<file path="src/rtl/serial_subtractor.sv">
// Bit-serial subtractor: one full-subtractor cell, LSB first, valid/ready on both sides.
// Optional SERIAL_SUBTRACTOR_BIN_EN adds a borrow-in port sampled at accept.
module serial_subtractor #(
  parameter int WIDTH = 8
) (
  input  logic             clk,
  input  logic             rst,
`ifdef SERIAL_SUBTRACTOR_BIN_EN
  input  logic             bin,
`endif
  input  logic             in_valid,
  output logic             in_ready,
  input  logic [WIDTH-1:0] a,
  input  logic [WIDTH-1:0] b,
  output logic             out_valid,
  input  logic             out_ready,
  output logic [WIDTH-1:0] d,
  output logic             bout
);

  localparam int CW = (WIDTH > 1) ? $clog2(WIDTH) : 1;

  localparam logic [1:0] S_IDLE  = 2'd0;
  localparam logic [1:0] S_SHIFT = 2'd1;
  localparam logic [1:0] S_DONE  = 2'd2;

  localparam logic [CW-1:0] LAST = CW'(WIDTH - 1);

  logic [1:0]       r_state;
  logic [WIDTH-1:0] r_a;
  logic [WIDTH-1:0] r_b;
  logic [WIDTH-1:0] r_acc;
  logic [WIDTH-1:0] r_d;
  logic             r_br;
  logic             r_bout;
  logic [CW-1:0]    r_cnt;

  logic w_bin;
  logic w_ai;
  logic w_bi;
  logic w_di;
  logic w_bo;
  logic w_last;

`ifdef SERIAL_SUBTRACTOR_BIN_EN
  assign w_bin = bin;
`else
  assign w_bin = 1'b0;
`endif

  // The single full-subtractor cell, fed from the operand shifters
  assign w_ai   = r_a[0];
  assign w_bi   = r_b[0];
  assign w_di   = w_ai ^ w_bi ^ r_br;
  assign w_bo   = (~w_ai & w_bi) | (~(w_ai ^ w_bi) & r_br);
  assign w_last = (r_cnt == LAST);

  always_ff @(posedge clk or posedge rst) begin
    if (rst) begin
      r_state <= S_IDLE;
      r_a     <= '0;
      r_b     <= '0;
      r_acc   <= '0;
      r_d     <= '0;
      r_br    <= 1'b0;
      r_bout  <= 1'b0;
      r_cnt   <= '0;
    end else begin
      case (r_state)
        S_IDLE: begin
          if (in_valid) begin
            r_a     <= a;
            r_b     <= b;
            r_acc   <= '0;
            r_br    <= w_bin;
            r_cnt   <= '0;
            r_state <= S_SHIFT;
          end
        end
        S_SHIFT: begin
          r_a   <= r_a >> 1;
          r_b   <= r_b >> 1;
          r_br  <= w_bo;
          r_acc <= {w_di, r_acc[WIDTH-1:1]};
          r_cnt <= r_cnt + CW'(1);
          // Result registers only change on completion, so a reset
          // mid-shift never exposes a partial difference.
          if (w_last) begin
            r_d     <= {w_di, r_acc[WIDTH-1:1]};
            r_bout  <= w_bo;
            r_state <= S_DONE;
          end
        end
        S_DONE: begin
          if (out_ready) begin
            r_state <= S_IDLE;
          end
        end
        default: begin
          r_state <= S_IDLE;
        end
      endcase
    end
  end

  assign in_ready  = (r_state == S_IDLE) & ~rst;
  assign out_valid = (r_state == S_DONE) & ~rst;
  assign d         = r_d;
  assign bout      = r_bout;

endmodule

</file>
<file path="config.mk">
export PLATFORM = sky130hd
export DESIGN_NAME = serial_subtractor
export DESIGN_NICKNAME = d
export VERILOG_FILES = /design/src/rtl/serial_subtractor.sv
export SDC_FILE = /design/constraint.sdc
export NUM_CORES = 1
export LEC_CHECK = 0
export CORE_AREA = 3 3 64 66
export DETAILED_ROUTE_END_ITERATION = 10
export DIE_AREA = 0 0 67 69
export HOLD_SLACK_MARGIN = 0.03
export PLACE_DENSITY = 0.87
export SYNTH_ARGS = -nofsm -noshare
export SYNTH_HDL_FRONTEND = slang
export SYNTH_SLANG_ARGS = --single-unit
</file>
<file path="constraint.sdc">
create_clock -name clk -period 1.6 [get_ports clk]
set_input_delay 0.32 -clock clk [delete_from_list [all_inputs] [get_ports clk]]
set_output_delay 0.32 -clock clk [all_outputs]
set_load 0.01 [all_outputs]
</file>
After elaboration in Yosys (flattened, before gate mapping)
Cells that the tools add are included.
{ "totals": {"reg_bits": 39, "inputBits": 20, "out_inout_bits": 11, "wordCells": 44} }
{ "op_classes": {"addsub": 1, "n_eq_ne": 6, "n_mux": 14, "bitwise_logic": 10, "n_reduce_logical": 5} }
{ "ops": {"columns": ["operator", "n"], "rows": [
  ["$pmux 8 s2", 3],
  ["$mux 8", 3],
  ["$mux 2", 3],
  ["$ne 2x2->1 const B", 3],
  ["$pmux 2 s3", 1],
  ["$pmux 3 s2", 1],
  ["$and 1x1->1", 4],
  ["$reduce_and 2->1", 2],
  ["$add 3x1->3 const B", 1],
  ["$eq 3x3->1 const B", 1],
  ["$mux 3", 1],
  ["$not 1->1", 3],
  ["$reduce_and 3->1", 1],
  ["$eq 2x1->1 const B", 1],
  ["$eq 2x2->1 const B", 1],
  ["$logic_not 2->1", 1],
  ["$pmux 1 s2", 1],
  ["$reduce_bool 2->1", 1],
  ["$xor 1x1->1", 2],
  ["$mux 1", 1],
  ["$or 1x1->1", 1]
]} }

Logic depth before layout (Yosys ltp)
{ "depth": {"word_depth": 5, "ltp_mapped": 5, "mapped_depth_nobuf": 4} }

Worst setup path before layout
Ideal clock, no wire load.
{ "synth_path": {"path_type": "register to register", "start": "reg r_cnt[0]", "end": "reg r_bout (netlist: bout)", "setup_ns": 0.125, "t_arrival_ns": 1.305, "required_ns": 1.475, "setup_slack_ns": 0.170, "path_stages_with_launch": 6, "n_path_buf": 1, "period_less_slack_ns": 1.430, "cell_sequence": "dfrtp_1 -> ha_1 -> ha_1 -> nand3b_1 -> buf_4 -> mux2_4"} }
{ "synth_between": {"elab_chain_cells": 2} }
{ "synth_lines": {"columns": ["item", "line", "source"], "rows": [
  ["start: declaration", "36", "logic [CW-1:0] r_cnt;"],
  ["start signal: assignment", "85", "r_cnt <= r_cnt + CW'(1);"],
  ["$eq 3x3->1", "56", "assign w_last = (r_cnt == LAST);"],
  ["$reduce_and 2->1 (no line)", null, null],
  ["end signal: assignment", "90", "r_bout <= w_bo;"],
  ["end: declaration", "35", "logic r_bout;"]
]} }
No other way between the ends.
A chain may end at the register's enable or synchronous reset.

Worst setup path in the final report
{ "layout_path": {"start": "reg r_d[7] (netlist: d[7])", "end": "out d[7]"} }
{ "layout_rtl": {"columns": ["item", "line", "source"], "rows": [
  ["start: declaration", "33", "logic [WIDTH-1:0] r_d;"],
  ["start signal: assignment", "89", "r_d <= {w_di, r_acc[WIDTH-1:1]};"],
  ["end: declaration", "17", "output logic [WIDTH-1:0] d,"]
]} }
No word-level cell between the ends.

==> metrics.md <==
| Metric | Value |
|---|---|
| Final critical-path share of the clock period | 94.7% |
| Initial antenna violation count | 0 |
| M1 WL | 1450 um |
| Global-route wire length before repair | 5930 um |
| Area grow syn2layout | 29.3% |
| Num ports | 31 |
| Sequential power share | 38.4% |
| Area of the multi-input gates | 731 um2 |
| Via count | 1271 |
| Avg WL per Cell | 15.1 um |
| Status | finished clean |
| Most common cell after layout, fill and taps aside | dfrtp_1 |
| Core box area | 3630 um2 |
| Peak supply drop | 1.07 mV |
| RR Startpoint | r_cnt[0] |
| Clock root cell | clkbuf_8 |
| Vias in the first global route | 1286 |
| Final net count | 204 |
| Synthesized instance count | 143 |
| Placed insts | 221 |
| Max_cap viols | 0 |
| Max Buffers Root-to-Sink | 2 |
| Power Density | 1830 nW/um2 |
| Post-route insts no fill | 230 |
| Final Hold Viols | 0 |
| Fin crit period | 1.51 ns |
| Synth warnings | 0 |
| WL met2 | 1820 um |
| DP HPWL | 2460 um |
| Row count | 22 |
| Commonest cells after routing, fill and taps aside | dfrtp_1 (38), clkdlybuf4s50_1 (28), inv_1 (17) |
| Syn Area/Cell | 12.7 um2 |
| CP required | 1.28 ns |
| All-Layer GR Usage | 16.6% |
| Top routing layer used | met4 |
| Worst Path Max Fanout | 2 |
| Vias per cell | 5.53 |
| Drt total wl | 3470 um |
| Die Width | 67 um |
| CP Buf/Inv Count | 1 |
| Count of input and output buffers | 30 |
| DRC viols | 0 |
| Slowest stage cell on the critical path | clkdlybuf4s50_1 |
| Final Setup Violations | 0 |
| Total CTS buffers | 5 |
| Gate power share | 43.1% |
| Critical path's top delay family | buffers and inverters |
| 1st-iter DRT viols | 63 |
| Largest net degree at the start of global routing | 39 |
| Leak | 1.05 nW |
| Setup TNS | 0 ns |
| Clock sinks | 38 |
| Int Pwr | 2.89 mW |
| Yosys reg bits | 38 |
| Antenna Nets Post-Route | 0 |
| Syn_nets | 166 |
| Critical Path Start | d[7] |
| Slew headroom | 69.7% |
| Final slew viol count | 0 |
| Initial cell density of the core | 50.0% |
| Fraction of layout instances using a drive strength above 1 | 22.0% |
| Drt pass-1 iters | 4 |
| Library cells used by synthesis | 24 |
| Worst-Skew Late Latency | 0.29 ns |
| GP Congestion | 0.770 |
| Slew @ Worst Pin | 0.453 ns |
| Startpoint types | register |
| Crit-path max cell delay | 0.54 ns |
| Die Ht | 69 um |
| Antenna cells | 0 |
| Crit. End Element | output port |
| Synthesized area | 1820 um2 |
| Met3 WL | 153 um |
| Fmax | 660 MHz |
| RSZ-0062 raised after global routing | no |
| CP arrival | 1.19 ns |
| Switching Power | 1.40 mW |
| H-tree Lvls | 2 |
| CTS tree | built |
| CTS clk-pin slew, worst paths | 0.07 ns |
| Register area | 951 um2 |
| Critical path, cell by cell | clkdlybuf4s50_1 |
| Clock Skews | 0.00157 ns |
| Sequential fraction of the synthesis area | 52.3% |
| WHS | 0.430 ns |
| Post-synth top area share | 52.3% |
| Top post-synthesis cells by area | dfrtp_1 (52%), mux2_4 (7.4%), nor4b_1 (6.7%), nor3b_1 (5.8%), a211oi_2 (4.8%) |
| Gr ovfl total | 0 |
| Yosys top cell by area | dfrtp_1 |
| Clock share of power | 18.5% |
| Area of the die | 4620 um2 |
| Class of the worst hold path | primary input to asynchronous set/reset pin |
| Placed Area | 2230 um2 |
| Fill count | 292 |
| Sw frac | 32.7% |
| Design area | 2350 um2 |
| Crit path kind | register to output port |
state kept, by name (all words and copies together), names as in the netlist:
name,cells
r_a,8
r_state,2
bout,1
r_acc,7
r_b,8
r_cnt,3
d,8
r_br,1
final timing paths:
kind | to | slack [ns] | cells past startpoint
setup / recovery | d[7] | 0.09 | 1
max in group asynchronous | r_acc[3] | 0.99 | 3
setup reg to reg | d[7] | 0.09 | 5
hold reg to reg | r_a[7] | 0.50 | 1
min in group clk | r_a[7] | 0.50 | 1
hold / removal | bout | 0.43 | 3
timing repair:
item	4_1_cts	5_1_grt
endpoints found under the setup margin	13	2
setup buffers	0	1
hold buffers	0	0
gates cloned	0	0
hold endpoints to repair	0	0
resized for setup	3	1
cells by family after synthesis:
group | after synthesis | share of synthesized area, %
AO/OA/AOI/OAI | 29 | 15.2
AND/OR/NAND/NOR | 34 | 14.3
flip-flops | 38 | 52.3
multiplexers | 10 | 8.06
buffers and inverters | 29 | 7.58
adder cells (fa/ha/maj) | 3 | 2.48
power groups by stage:
stage	Combinational, mW	Clock, mW	Sequential, mW
finish	1.85	0.795	1.65
global route	2.04	0.852	1.69
CTS	1.86	0.804	1.66
detailed placement	1.85	0	1.67
global placement	1.74	0	1.63
floorplan	1.25	0	1.64
layer usage:
layer | vias to the layer above | GRT usage (%)
met5 | - | 0
met2 | 29 | 27.0
li1 | 596 | -
met1 | 643 | 20.8
met4 | 0 | 4.73
met3 | 3 | 5.37
final cells by class:
type | count | share of cell area (%)
multi-input combinational | 76 | 31.1
sequential | 38 | 40.5
tap | 48 | 2.56
clock buffer | 5 | 2.93
timing repair buffer | 43 | 18.5
inverter | 17 | 2.72
clock inverter | 3 | 1.70
synthesized netlist by cell type:
library cell	n
a21oi_1	1
nor3b_1	14
a211oi_1	7
nor2b_1	1
ha_1	2
fa_1	1
a211oi_2	7
buf_4	4
clkbuf_1	2
o21bai_4	1
buf_2	5
dfrtp_1	38
mux2_2	1
mux2_4	9
nand3b_1	1
nor3_1	1
nand2b_1	1
o21ai_1	1
a32o_1	2
buf_6	1
a22o_1	10
nor2_1	2
inv_1	17
nor4b_1	14
per-stage QoR:
stage                     power, mW  util [%]  worst slack, ns
after floorplan                2.90         -            0.170
after global placement         3.38      61.4           -0.172
after detailed placement       3.52      61.4           -0.201
after global routing           4.58      64.6          0.00794
after CTS                      4.32      64.4           0.0572
final                          4.30      64.6           0.0850
No activity file was read; power rests on OpenSTA's default activity.
